===== src/rtl/bcd_add_serial.sv =====
// ---------------------------------------------------------------------------
// bcd_add_serial
//
// Byte-serial packed-BCD adder. The operands are N bytes wide, two BCD digits
// per byte. One byte (two digits) is added per clock, least significant byte
// first, behind a ld / busy / done handshake. This is the area-lean partner of
// the pipelined BCD subtractor and uses the same operand format.
//
// Parameters
//   N     operand width in bytes (2N digits, 8N bits), legal range 1..64
//
// Ports
//   clk   in   rising-edge clock
//   rst   in   asynchronous active-high reset
//   ld    in   start request, sampled only while busy is low (IDLE or DONE)
//   a     in   [8N-1:0] addend A, packed BCD
//   b     in   [8N-1:0] addend B, packed BCD
//   ci    in   decimal carry in
//   o     out  [8N-1:0] sum, packed BCD (holds until the next completion)
//   co    out  decimal carry out of the most significant digit
//   busy  out  operation in progress
//   done  out  one-cycle pulse, o/co/inv valid
//   inv   out  invalid-digit flag
//
// Configuration
//   BCD_ADD_INVALID_CHK_EN  when defined, every processed A/B nibble is checked
//                           for a value above 9; a sticky flag collects hits and
//                           is copied to inv on completion. When undefined,
//                           inv is tied low and no checking logic is built.
//                           The sum datapath is identical in both builds.
//
// Timing
//   ld sampled at edge T -> bytes 0..N-1 are added on edges T+1..T+N,
//   o/co update at edge T+N and done is high for the cycle after it.
//   A ld sampled during the DONE cycle starts the next operation directly,
//   giving one result every N+1 cycles.
// ---------------------------------------------------------------------------
module bcd_add_serial #(
  parameter int N = 33
) (
  input  logic           clk,
  input  logic           rst,
  input  logic           ld,
  input  logic [8*N-1:0] a,
  input  logic [8*N-1:0] b,
  input  logic           ci,
  output logic [8*N-1:0] o,
  output logic           co,
  output logic           busy,
  output logic           done,
  output logic           inv
);

  // Counter must hold 0..N-1; keep at least one bit for N=1.
  localparam int CW = (N > 1) ? $clog2(N) : 1;
  localparam logic [CW-1:0] CNT_LAST = CW'(N - 1);

  localparam logic [1:0] ST_IDLE = 2'd0;
  localparam logic [1:0] ST_RUN  = 2'd1;
  localparam logic [1:0] ST_DONE = 2'd2;

  // One decimal digit add: returns {carry, digit}. The sum is formed in five
  // bits; anything above 9 gets +6, which wraps the low nibble back into
  // 0..9 for legal inputs (max 9+9+1 = 19 -> 25 -> digit 9, carry 1).
  // Illegal nibbles go through the same rule and give a deterministic value.
  function automatic logic [4:0] bcd_digit(input logic [3:0] x,
                                           input logic [3:0] y,
                                           input logic       c);
    logic [4:0] s;
    s = {1'b0, x} + {1'b0, y} + {4'd0, c};
    if (s > 5'd9) begin
      bcd_digit = {1'b1, s[3:0] + 4'd6};
    end else begin
      bcd_digit = {1'b0, s[3:0]};
    end
  endfunction

  // True when either digit of a byte is not a legal BCD value.
  function automatic logic byte_invalid(input logic [7:0] v);
    byte_invalid = (v[3:0] > 4'd9) | (v[7:4] > 4'd9);
  endfunction

  // State and datapath registers
  logic [1:0]     state_q, state_d;
  logic [CW-1:0]  cnt_q, cnt_d;
  logic [8*N-1:0] a_q, a_d;
  logic [8*N-1:0] b_q, b_d;
  logic [8*N-1:0] res_q, res_d;
  logic           carry_q, carry_d;
  logic [8*N-1:0] o_q, o_d;
  logic           co_q, co_d;
  logic           busy_q, busy_d;
  logic           done_q, done_d;

  // Combinational helpers
  logic [4:0]     lo_s;
  logic [4:0]     hi_s;
  logic [7:0]     sum_byte_s;
  logic [8*N+7:0] res_cat_s;
  logic [8*N-1:0] res_next_s;
  logic           last_s;
  logic           accept_s;

  // Current byte sits in the low 8 bits of the operand shift registers.
  assign lo_s       = bcd_digit(a_q[3:0], b_q[3:0], carry_q);
  assign hi_s       = bcd_digit(a_q[7:4], b_q[7:4], lo_s[4]);
  assign sum_byte_s = {hi_s[3:0], lo_s[3:0]};

  // Result bytes enter at the top and move down, so after N bytes byte 0 is
  // at the bottom. The concatenation form also works for N=1.
  assign res_cat_s  = {sum_byte_s, res_q};
  assign res_next_s = res_cat_s[8*N+7:8];

  assign last_s   = (cnt_q == CNT_LAST);
  assign accept_s = ld & ((state_q == ST_IDLE) | (state_q == ST_DONE));

`ifdef BCD_ADD_INVALID_CHK_EN
  logic sticky_q, sticky_d;
  logic inv_q, inv_d;
  logic hit_s;

  assign hit_s = byte_invalid(a_q[7:0]) | byte_invalid(b_q[7:0]);
`endif

  // Next-state and datapath update logic
  always_comb begin
    state_d = state_q;
    cnt_d   = cnt_q;
    a_d     = a_q;
    b_d     = b_q;
    res_d   = res_q;
    carry_d = carry_q;
    o_d     = o_q;
    co_d    = co_q;
    busy_d  = busy_q;
    done_d  = 1'b0;
`ifdef BCD_ADD_INVALID_CHK_EN
    sticky_d = sticky_q;
    inv_d    = inv_q;
`endif

    case (state_q)
      ST_IDLE, ST_DONE: begin
        if (accept_s) begin
          state_d = ST_RUN;
          cnt_d   = '0;
          a_d     = a;
          b_d     = b;
          carry_d = ci;
          busy_d  = 1'b1;
`ifdef BCD_ADD_INVALID_CHK_EN
          sticky_d = 1'b0;
`endif
        end else begin
          state_d = ST_IDLE;
          busy_d  = 1'b0;
        end
      end

      ST_RUN: begin
        a_d     = a_q >> 4'd8;
        b_d     = b_q >> 4'd8;
        res_d   = res_next_s;
        carry_d = hi_s[4];
        cnt_d   = cnt_q + CW'(1);
`ifdef BCD_ADD_INVALID_CHK_EN
        sticky_d = sticky_q | hit_s;
`endif
        if (last_s) begin
          // Publish the result on the same edge that stores the last byte.
          state_d = ST_DONE;
          busy_d  = 1'b0;
          done_d  = 1'b1;
          o_d     = res_next_s;
          co_d    = hi_s[4];
`ifdef BCD_ADD_INVALID_CHK_EN
          inv_d   = sticky_q | hit_s;
`endif
        end else begin
          state_d = ST_RUN;
          busy_d  = 1'b1;
        end
      end

      default: begin
        state_d = ST_IDLE;
        busy_d  = 1'b0;
      end
    endcase
  end

  // State and datapath registers with asynchronous reset
  always_ff @(posedge clk or posedge rst) begin
    if (rst) begin
      state_q <= ST_IDLE;
      cnt_q   <= '0;
      a_q     <= '0;
      b_q     <= '0;
      res_q   <= '0;
      carry_q <= 1'b0;
      o_q     <= '0;
      co_q    <= 1'b0;
      busy_q  <= 1'b0;
      done_q  <= 1'b0;
    end else begin
      state_q <= state_d;
      cnt_q   <= cnt_d;
      a_q     <= a_d;
      b_q     <= b_d;
      res_q   <= res_d;
      carry_q <= carry_d;
      o_q     <= o_d;
      co_q    <= co_d;
      busy_q  <= busy_d;
      done_q  <= done_d;
    end
  end

`ifdef BCD_ADD_INVALID_CHK_EN
  // Invalid-digit tracking registers with asynchronous reset
  always_ff @(posedge clk or posedge rst) begin
    if (rst) begin
      sticky_q <= 1'b0;
      inv_q    <= 1'b0;
    end else begin
      sticky_q <= sticky_d;
      inv_q    <= inv_d;
    end
  end

  assign inv = inv_q;
`else
  assign inv = 1'b0;
`endif

  assign o    = o_q;
  assign co   = co_q;
  assign busy = busy_q;
  assign done = done_q;

endmodule


===== config.mk =====
export PLATFORM = sky130hd
export DESIGN_NAME = bcd_add_serial
export DESIGN_NICKNAME = d
export VERILOG_FILES = /design/src/rtl/bcd_add_serial.sv
export SDC_FILE = /design/constraint.sdc
export NUM_CORES = 2
export LEC_CHECK = 0
export CORE_MARGIN = 3
export CORE_UTILIZATION = 45
export CTS_CLUSTER_SIZE = 24
export DETAILED_ROUTE_END_ITERATION = 10
export HOLD_SLACK_MARGIN = 0.03
export PLACE_DENSITY_LB_ADDON = 0.25
export REMOVE_ABC_BUFFERS = 1
export SLEW_MARGIN = 30
export SYNTH_ARGS = -nofsm -noshare
export SYNTH_HDL_FRONTEND = slang
export SYNTH_SLANG_ARGS = --single-unit
export TNS_END_PERCENT = 20

===== constraint.sdc =====
create_clock -name clk -period 41.4 [get_ports clk]
set_input_delay 4.14 -clock clk [delete_from_list [all_inputs] [get_ports clk]]
set_output_delay 4.14 -clock clk [all_outputs]
set_load 0.01 [all_outputs]

==> summary.md <==
| Metric | Value |
|---|---|
| Status | `finished, final reports clean` |
| R2r endpoint | `o[262]$_DFFE_PP0P_` |
| Sink Count | `1058` |
| Pre-antenna DRT Iters | `6` |
| Cts repair resizes | `0` |
| Core area | `95600 µm²` |
| CTS Hold Bufs | `0` |
| Dpl hpwl | `about 84000 µm` |
| Share of cells above drive strength 1 | `under 10%` |
| Crit path required time | `~42000 ps` |
| Crit path cell chain | `clkdlybuf4s50_1, clkinv_8, buf_12, buf_16, buf_4, buf_4, buf_6, buf_6` |
| CTS max path bufs | `3` |
| Worst Tran Pin Value | `1110 ps` |
| DRC | `0` |
| Commonest non-fill, non-tap cell in the layout | `nand2_1` |
| Final setup TNS | `0 ps` |
| Yosys cell types | `42` |
| Worst Setup End Kind | `asynchronous set/reset pin` |
| Worst reg2reg startpoint | `a_q[0]$_DFFE_PP0P_` |
| Die Span X | `317 µm` |
| Skew-Pair Late Insertion Delay | `roughly 690 ps` |
| Worst reg2reg path depth | `19` |
| Root Driver | `clkbuf_16` |
| H-Tree Level Count | `3` |
| Critical Path Source Type | `input pin` |
| Post-synthesis sequential area ratio | `between 60% and 70%` |
| Reg-to-reg setup timing slack | `36120 ps` |
| LEAKAGE | `26.7 nW` |
| Vias in the first global route | `35019` |
| Final slew viol count | `0` |
| Final Critical Period | `8130 ps` |
| Worst-path maximum fanout | `126` |
| Cell Pwr Density | `between 50 and 60 nW/µm²` |
| Via/cell ratio | `5.16` |
| Worst Skew | `25.8 ps` |
| I/O Buffers | `798` |
| Post-route ant nets | `0` |
| First-pass GRT wire length | `194000 µm` |
| DR WL/cell | `17.7 µm` |
| Number of DRC markers in iteration 0 | `3902` |
| Achievable Freq | `0.123 GHz` |
| Post-Route WL | `around 130000 µm` |
| Synth top area cells | `dfrtp_1, nand2_1, a31oi_1, nor2_1, clkbuf_1` |
| CP max stage delay | `710 ps` |
| Die area | `101000 µm²` |
| Critical path data arrival time | `8870 ps` |
| Crit. path cell count | `8` |
| Num CTS Buffers | `around 110` |
| End point of the critical path | `b_q[158]$_DFFE_PP0P_` |
| Commonest non-fill, non-tap cells in the layout | `nand2_1, dfrtp_1, clkdlybuf4s50_1` |
| Largest net degree at the start of global routing | `258` |
| MaxCap Viol Count | `0` |
| CTS tree | `done` |
| VDD IR max | `0.0000336 V` |
| Crit Path Class | `in2async` |
| Hold WC Path Type | `reg2reg` |
| Slowest stage cell on the critical path | `buf_4` |
| Vias after detailed routing | `36919` |
| Initial antenna violation count | `56` |
| Final cycle utilization of the critical path | `19.6%` |
| CTS clk-pin slew, worst paths | `around 60 ps` |
| Crit path buf inv count | `8` |
| Global-route usage over all layers | `24.5%` |
| Average size of a mapped cell | `8.46 µm²` |
| CP top delay family | `buffers and inverters` |
| Final nets | `about 6300` |
| RSZ-0062 raised after global routing | `false` |
| I/O pin count | `800` |
| Fin. Hold Viols | `0` |
| Setup bufs post-CTS | `0` |
| Worst Setup SP | `rst` |
| Synth Register Bits | `1058` |
| Slew headroom | `26.2%` |
| Die height | `about 320 µm` |
| Leading area contributor after synthesis | `dfrtp_1` |
| Synth Cell Area | `43600 µm²` |
| Area grow syn2layout | `28.7%` |
| Synth Instances | `5160` |
| Starting Density | `45.7%` |
| Synth warnings | `0` |
| Placement row count | `113` |
| Yosys top cell area share | `just over 60%` |
| Placer Congestion | `0.856` |
| Grt total ovfl | `0` |
| Pwr Total | `3.19 mW` |
| Setup Viol. Count Final | `0` |
==> cells by family (layout without fill, tap and decap cells) <==
kind of cell / after synthesis / after routing / share of synthesized area (%)
and+or+nand+nor: 3141 / 3141 / 27.2
muxes: 7 / 7 / 0.172
other: 1 / 42 / 0.00859
AOI/OAI and AO/OA: 570 / 570 / 8.14
buffers and inverters: 365 / 1047 / 3.24
xor gates and xnor gates: 3 / 3 / 0.0602
DFF: 1058 / 1058 / 60.7
adders and majority gates: 15 / 15 / 0.499
==> flip-flops by register name (all words and copies together), names as in the netlist <==
| signal | cells |
|---|---|
| carry_q | 1 |
| state_q | 1 |
| res_q | 256 |
| o | 264 |
| cnt_q | 6 |
| b_q | 264 |
| a_q | 264 |
| done | 1 |
| co | 1 |
==> power by group <==
part | internal [mW] | switching, mW | leakage, nW
clock | 0.572 | 0.420 | 1.79
sequential | 1.26 | 0.137 | 12.9
combinational | 0.320 | 0.475 | 12.1
==> per-stage QoR <==
step | setup WS, ps | hold WS (ps) | instance area, µm² | std cells | utilization [%]
floorplan | 7480 | 439 | 42300 | 4807 | -
detailed placement | 31860 | 450 | 52300 | 6906 | 54.7
global route | 32560 | 485 | 56100 | 7134 | 58.7
global placement | 31590 | 449 | 52200 | 6906 | 54.7
finish | 33270 | 446 | 56100 | 7148 | 58.7
CTS | 32600 | 441 | 55900 | 7103 | 58.5
==> worst reg2reg max path: cells and delay by family, from the launching register on <==
family / cells / cell delay (ps)
flip-flops: 1 / 470
XOR/XNOR: 2 / 640
adder cells (fa/ha/maj): 6 / 2060
multiplexers: 1 / 350
AND/OR/NAND/NOR: 5 / 1060
buffers and inverters: 2 / 190
AO/OA/AOI/OAI: 3 / 420
==> worst min path at each step <==
stage                                      from                end  slack [ps]  depth (start not counted)
after global placement    res_q[10]$_DFFE_PP0P_   o[2]$_DFFE_PP0P_         450                          2
after global routing      res_q[33]$_DFFE_PP0P_  o[25]$_DFFE_PP0P_         490                          2
after CTS                 res_q[11]$_DFFE_PP0P_   o[3]$_DFFE_PP0P_         440                          2
final                     res_q[11]$_DFFE_PP0P_   o[3]$_DFFE_PP0P_         450                          2
after floorplan            res_q[8]$_DFFE_PP0P_   o[0]$_DFFE_PP0P_         440                          2
after detailed placement  res_q[13]$_DFFE_PP0P_   o[5]$_DFFE_PP0P_         450                          2
==> layout make-up <==
cell class	count	area (µm²)
fillers	8489	39400
repair buffers	838	8500
diodes	41	103
clock inverters	45	505
multi-input cells	3737	15800
flip-flops and latches	1058	26500
inverters	12	65.1
clock buffers	152	3130
well taps	1265	1580
==> cell usage after synthesis <==
| library cell | instances |
|---|---|
| a21o_1 | 1 |
| a21o_2 | 3 |
| a21oi_1 | 26 |
| a221o_1 | 1 |
| a22o_1 | 2 |
| a31oi_1 | 513 |
| a32o_1 | 1 |
| a41o_1 | 1 |
| and3_1 | 5 |
| and3b_2 | 1 |
| buf_1 | 14 |
| buf_2 | 22 |
| buf_4 | 2 |
| buf_6 | 1 |
| clkbuf_1 | 314 |
| conb_1 | 1 |
| dfrtp_1 | 1058 |
| fa_1 | 4 |
| ha_1 | 11 |
| inv_1 | 11 |
| inv_2 | 1 |
| mux2_4 | 1 |
| mux2i_1 | 6 |
| nand2_1 | 2588 |
| nand2b_1 | 2 |
| nand3_1 | 5 |
| nand3b_1 | 1 |
| nand4_1 | 2 |
| nand4_2 | 1 |
| nor2_1 | 521 |
| nor2b_1 | 4 |
| nor3_1 | 8 |
| nor3_2 | 1 |
| o21ai_0 | 15 |
| o21ai_2 | 2 |
| o22ai_1 | 1 |
| o311ai_0 | 1 |
| o31ai_1 | 3 |
| or3_1 | 1 |
| or3b_1 | 1 |
| xnor2_1 | 1 |
| xor2_1 | 2 |
==> layer usage <==
metal,GRT usage (%),wire length (µm)
met4,9.63,3900
met3,5.97,9480
met2,39.4,60900
met1,32.0,52000
met5,0,234
Power figures use the tool's default switching activity.
